$ cat config.mk
export PLATFORM = sky130hd
export DESIGN_NAME = divider_nonperforming_configurable
export DESIGN_NICKNAME = d
export VERILOG_FILES = /design/src/rtl/divider_pkg.sv /design/src/rtl/divider_nonperforming_step.sv /design/src/rtl/divider_nonperforming_configurable.sv
export SDC_FILE = /design/constraint.sdc
export NUM_CORES = 1
export LEC_CHECK = 0
export ABC_AREA = 1
export BUFFER_PORTS_ARGS = -buffer_cell sky130_fd_sc_hd__clkbuf_2
export CAP_MARGIN = 20
export CORE_UTILIZATION = 39
export CTS_CLUSTER_DIAMETER = 80
export CTS_CLUSTER_SIZE = 8
export DETAILED_ROUTE_END_ITERATION = 6
export GPL_TIMING_DRIVEN = 0
export PLACE_DENSITY = 0.58
export SYNTH_ARGS = -nofsm -noshare
export SYNTH_HDL_FRONTEND = slang
export SYNTH_SLANG_ARGS = --single-unit
$ cat constraint.sdc
create_clock -name tb_clk -period 1.98 [get_ports tb_clk]
set_clock_uncertainty 0.1 [all_clocks]
set_input_delay 0.099 -clock tb_clk [delete_from_list [all_inputs] [get_ports tb_clk]]
set_output_delay 0.099 -clock tb_clk [all_outputs]
set_load 0.05 [all_outputs]
$ cat src/rtl/divider_pkg.sv
// Shared types for the restoring divider: FSM state encoding and result status flags.
package divider_pkg;

  typedef enum logic [1:0] {
    IDLE = 2'd0,
    CALC = 2'd1,
    DONE = 2'd2
  } state_t;

  typedef struct packed {
    logic error;
    logic overflow;
  } status_t;

endpackage

$ cat src/rtl/divider_nonperforming_step.sv
// One restoring-division iteration: shift in a dividend bit, trial-subtract the divisor,
// keep the difference only when it did not borrow.
module divider_nonperforming_step #(
  parameter int DEN_BITS = 16
) (
  input  logic [DEN_BITS:0]   rem_i,
  input  logic                bit_i,
  input  logic [DEN_BITS-1:0] den_i,
  output logic [DEN_BITS:0]   rem_o,
  output logic                qbit_o
);

  logic [DEN_BITS+1:0] shifted;
  logic [DEN_BITS+1:0] diff;

  // The incoming partial remainder is always below the divisor, so its top bit is zero
  // and the extra MSB of diff is a clean borrow indicator.
  always_comb begin
    shifted = {rem_i, bit_i};
    diff    = shifted - {2'b00, den_i};
    qbit_o  = ~diff[DEN_BITS+1];
    rem_o   = qbit_o ? diff[DEN_BITS:0] : shifted[DEN_BITS:0];
  end

endmodule

$ cat src/rtl/divider_nonperforming_configurable.sv
// Sequential signed/unsigned restoring divider, one quotient bit per enabled cycle;
// result valid NUM_BITS+1 enabled cycles after accept and held until out_ready.
module divider_nonperforming_configurable
  import divider_pkg::*;
#(
  parameter int NUM_BITS = 16,
  parameter int DEN_BITS = 16
) (
  input  logic                tb_clk,
  input  logic                tb_srst,
  input  logic                ce,
  input  logic                in_valid,
  output logic                in_ready,
  input  logic                signed_mode,
  input  logic [NUM_BITS-1:0] numerator,
  input  logic [DEN_BITS-1:0] denominator,
  output logic                out_valid,
  input  logic                out_ready,
  output logic [NUM_BITS-1:0] quotient,
  output logic [DEN_BITS-1:0] remainder,
  output logic                error,
  output logic                overflow
);

  localparam int               CNT_W     = $clog2(NUM_BITS + 1);
  localparam logic [CNT_W-1:0] LAST_ITER = CNT_W'(NUM_BITS);

  state_t              state_q;
  logic [CNT_W-1:0]    cnt_q;
  logic [DEN_BITS:0]   rem_q;
  logic [DEN_BITS:0]   rem_d;
  logic [NUM_BITS-1:0] dvd_q;
  logic [NUM_BITS-1:0] dvd_d;
  logic [DEN_BITS-1:0] den_q;
  logic                q_neg_q;
  logic                r_neg_q;
  logic                ovf_q;
  logic [NUM_BITS-1:0] quot_q;
  logic [DEN_BITS-1:0] rmd_q;
  status_t             status_q;

  logic                qbit;
  logic                num_neg;
  logic                den_neg;
  logic                den_zero;
  logic                ovf_case;
  logic [NUM_BITS-1:0] num_abs;
  logic [DEN_BITS-1:0] den_abs;

  assign num_neg  = signed_mode & numerator[NUM_BITS-1];
  assign den_neg  = signed_mode & denominator[DEN_BITS-1];
  // The most negative value negates to itself, which is its correct unsigned magnitude.
  assign num_abs  = num_neg ? -numerator : numerator;
  assign den_abs  = den_neg ? -denominator : denominator;
  assign den_zero = (denominator == '0);
  assign ovf_case = signed_mode && (numerator == {1'b1, {(NUM_BITS-1){1'b0}}})
                    && (denominator == '1);

  assign in_ready  = (state_q == IDLE) & ce;
  assign out_valid = (state_q == DONE);
  assign quotient  = quot_q;
  assign remainder = rmd_q;
  assign error     = status_q.error;
  assign overflow  = status_q.overflow;

  // The dividend register doubles as the quotient register: bits shift out at the top
  // while quotient bits shift in at the bottom.
  assign dvd_d = {dvd_q[NUM_BITS-2:0], qbit};

  divider_nonperforming_step #(
    .DEN_BITS(DEN_BITS)
  ) u_step (
    .rem_i (rem_q),
    .bit_i (dvd_q[NUM_BITS-1]),
    .den_i (den_q),
    .rem_o (rem_d),
    .qbit_o(qbit)
  );

  always_ff @(posedge tb_clk or negedge tb_srst) begin
    if (!tb_srst) begin
      state_q  <= IDLE;
      cnt_q    <= '0;
      rem_q    <= '0;
      dvd_q    <= '0;
      den_q    <= '0;
      q_neg_q  <= 1'b0;
      r_neg_q  <= 1'b0;
      ovf_q    <= 1'b0;
      quot_q   <= '0;
      rmd_q    <= '0;
      status_q <= '0;
    end else if (ce) begin
      case (state_q)
        IDLE: begin
          if (in_valid) begin
            if (den_zero) begin
              state_q  <= DONE;
              quot_q   <= '1;
              rmd_q    <= '0;
              status_q <= '{error: 1'b1, overflow: 1'b0};
            end else begin
              state_q <= CALC;
              cnt_q   <= '0;
              rem_q   <= '0;
              dvd_q   <= num_abs;
              den_q   <= den_abs;
              q_neg_q <= num_neg ^ den_neg;
              r_neg_q <= num_neg;
              ovf_q   <= ovf_case;
            end
          end
        end
        CALC: begin
          if (cnt_q == LAST_ITER) begin
            state_q  <= DONE;
            quot_q   <= q_neg_q ? -dvd_q : dvd_q;
            rmd_q    <= r_neg_q ? -rem_q[DEN_BITS-1:0] : rem_q[DEN_BITS-1:0];
            status_q <= '{error: 1'b0, overflow: ovf_q};
          end else begin
            dvd_q <= dvd_d;
            rem_q <= rem_d;
            cnt_q <= cnt_q + CNT_W'(1);
          end
        end
        DONE: begin
          if (out_ready) state_q <= IDLE;
        end
        default: state_q <= IDLE;
      endcase
    end
  end

endmodule
==> metrics.csv <==
metric;value;unit
critPathKind;reg2reg;
cp_data_arrival_time;2240;ps
seq_area_frac_synth;35.82;%
worst_slew_margin_rel;62.34;%
grt_max_degree;64;
launch_point_of_the_critical_path;dvd_q[15]$_DFFE_PN0P_;
netlist_top_cells_area;sky130_fd_sc_hd__dfrtp_1 36%, sky130_fd_sc_hd__nand2_1 17%, sky130_fd_sc_hd__nand3_1 6.8%, sky130_fd_sc_hd__inv_1 6.5%, sky130_fd_sc_hd__nor2_1 5.4%;
antenna_found_initial;0;
synth_seq_cells;93;
track_usage;24.27;%
drt-vias-per-instance;5.059;
fin_crit_sh;105.9;%
routabilityCongestion;0.8790;
worst-path-max-fanout;3;
numClockSinks;93;
placed_area;7262;sq um
ys_types;37;
worst_setup_path_start_kind;flop;
cp_data_required_time;2120;ps
postSynthAreaPerCell;6.718;sq um
regToRegStartpoint;dvd_q[15]$_DFFE_PN0P_;
port_buffers;73;
timing.hold.worst.start;signed_mode;
power_density;1941;nW/um^2
fmaxAchievable;0.4770;GHz
synth_area;6496;sq um
syn_nets;1029;
synth_warnings;0;
timing.final.setup_violations;22;
clk_pin_slew_worst_paths;80;ps
clock-root-buffer;sky130_fd_sc_hd__clkbuf_16;
top_level_ports;74;
worst-slew-pin-transition;564.9;ps
grt_remaining_overflow;0;
grt_setup_unrepaired;yes;
grt_pass1_wl;31.48;mm
layout-drive-gt1-share;30.95;%
detailroute.via_count;6830;
syn-instance-count;967;
drtIter0Drc;437;
synthDominantAreaCellType;sky130_fd_sc_hd__dfrtp_1;
tritoncts;done;
final.setup.worst_slack;-116.6;ps
fp.dieArea;17180;sq um
timing.final.crit_period;2097;ps
die_width;131.1;um
num_rows;46;
finish.instance_area;8965;sq um
ant_nets;0;
drtPass1Iterations;7;
yosysTopAreaCellShare;35.82;%
htree_levels;3;
place.detailed.hpwl;14.74;mm
violations_in_the_final_reports;design-rule violations, negative setup slack;
floorplan.core_area;16060;sq um
clock_latency;350;ps
final_max_slew_viol_count;0;
setup.worst_path.end_class;flop;
synth_edf_count;0;
postSynth.asyncResetShare;100.0;%
cts_buffer_depth;2;
result_of_the_run;finished with violations;
detailed_route_wire_length_per_cell;15.21;um
synth_ff_type;sky130_fd_sc_hd__dfrtp_1;
tritoncts.num_buffers;9;
power_leakage;0.004444;uW
final_net_count;1191;
worst_ir_drop_vdd;0.0008741;V
first_global_vias;6077;
maxCapViolations;0;
layout.filler_cells;1516;
timing.final.hold_violations;0;
timing.hold.worst.class;in2reg;
antenna-diode-count;0;
route.final.wire_length;20.54;mm
hold_slack;9.689;ps
die_h;131.1;um
area_growth_syn_to_layout;38.00;%
initial_utilization;40.46;%
drc_violation_count_after_routing;4;
synthesized netlist by cell type, drive strengths merged, types with 2 or more instances:
cell and n:
and2 3, clkbuf 15, o31ai 4, nand3 88, nand2 298, o211ai 4, nor3 24, a21oi 37
o21bai 4, nand4 11, a31oi 11, nand3b 6, or2 2, dfrtp 93, xor2 17, buf 15
xnor2 11, inv 117, nor2 95, ha 23, o21ai 79, o22ai 3, a21o 3
final cells by class:
type	instances	area, sq um	share of cell area [%]
multi-input combinational	727	4319	48.18
timing repair buffer	153	1071	11.95
sequential	93	2346	26.17
clock buffer	9	225.2	2.512
clock inverter	7	72.57	0.8095
tap	216	270.3	3.015
buffer	28	212.7	2.373
inverter	117	447.9	4.997
per-layer routing:
metal / share of wire (%) / up-vias / GRT usage, %
li1: - / 3455 / -
met1: 50 / 3181 / 37.07
met2: 44 / 177 / 35.61
met3: 4.9 / 17 / 4.302
met4: 1.1 / 0 / 4.733
met5: 0 / - / 0
critical path: stages (launching register included):
cell and delay (ps):
sky130_fd_sc_hd__dfrtp_1 400, sky130_fd_sc_hd__inv_2 120, sky130_fd_sc_hd__ha_4 160, sky130_fd_sc_hd__inv_4 40, sky130_fd_sc_hd__fa_2 360, sky130_fd_sc_hd__nand2_2 70, sky130_fd_sc_hd__nand3_2 80, sky130_fd_sc_hd__nand4_1 120
sky130_fd_sc_hd__nand2_2 110, sky130_fd_sc_hd__nand2_2 90, sky130_fd_sc_hd__nand3b_1 70, sky130_fd_sc_hd__nand2_1 100, sky130_fd_sc_hd__nand2_1 60, sky130_fd_sc_hd__nand3_1 60, sky130_fd_sc_hd__nand2_1 50
through the flow:
step / TNS (ps) / power [uW] / std cells / utilization [%] / worst slack (ps)
after floorplan: 0 / 9679 / 967 / - / 9.458
after global placement: -59390 / 11780 / 1256 / 45.04 / -535.6
after detailed placement: -11300 / 11830 / 1257 / 45.22 / -353.2
after CTS: -774.7 / 15960 / 1324 / 52.39 / -132.5
after global routing: -4796 / 18690 / 1350 / 55.83 / -270.6
final: -1103 / 17400 / 1350 / 55.83 / -116.6
what timing repair did:
action | in CTS | in global routing
setup buffers | 44 | 25
cloned | 2 | 3
pin swaps | 47 | 35
gates resized for setup | 131 | 94
hold endpoints to repair | 34 | 0
hold buffers | 5 | 0
setup endpoints to repair | 55 | 81
where the power goes:
group          switching (uW)  internal, uW  total (uW)
clock                     789           986        1780
sequential                762          2720        3480
combinational            7410          4730       12100
sequential cells by signal (all words and copies together) (netlist names):
register and count:
cnt_q 5, den_q 16, dvd_q 16, error 1, overflow 1, ovf_q 1, q_neg_q 1, quotient 16
r_neg_q 1, rem_q 17, remainder 16, state_q 2
logic make-up after synthesis:
group / after synthesis / synth area share (%)
AND/OR/NAND/NOR: 528 / 34.07
adder cells (fa/ha/maj): 24 / 4.738
AO/OA/AOI/OAI: 147 / 12.38
XOR/XNOR: 28 / 3.775
flip-flops: 93 / 35.82
buffers and inverters: 147 / 9.206
placed cells by master, fill, tap and decap left out, drive strengths merged:
master	netlist	layout
nor3	24	24
nor2	95	95
a22o	1	1
nand3	88	88
nand2	298	298
xnor2	11	11
nor4	1	1
o211ai	4	4
o21ai	79	79
dfrtp	93	93
and2	3	3
clkinv	0	3
o21bai	4	4
or2	2	2
inv	117	118
a21o	3	3
a31oi	11	11
o22ai	3	3
o31ai	4	4
o21a	1	1
xor2	17	17
ha	23	23
dlygate4sd3	0	5
a21oi	37	37
buf	15	88
clkbuf	15	97
fa	1	1
clkinvlp	0	2
nand3b	6	6
nand4	11	11
bufinv	0	1
path summary, 6_finish.rpt:
path	end	slack, ps	cells after the start
setup / recovery	rem_q[10]$_DFFE_PN0P_	-120	14
hold / removal	den_q[15]$_DFFE_PN0P_	10	3
setup reg to reg	rem_q[10]$_DFFE_PN0P_	-120	14
hold reg to reg	quotient[14]$_DFFE_PN0P_	380	2
max in group asynchronous	state_q[0]$_DFFE_PN0P_	940	3
min in group asynchronous	remainder[12]$_DFFE_PN0P_	160	2
(Power assumes the default switching activity.)
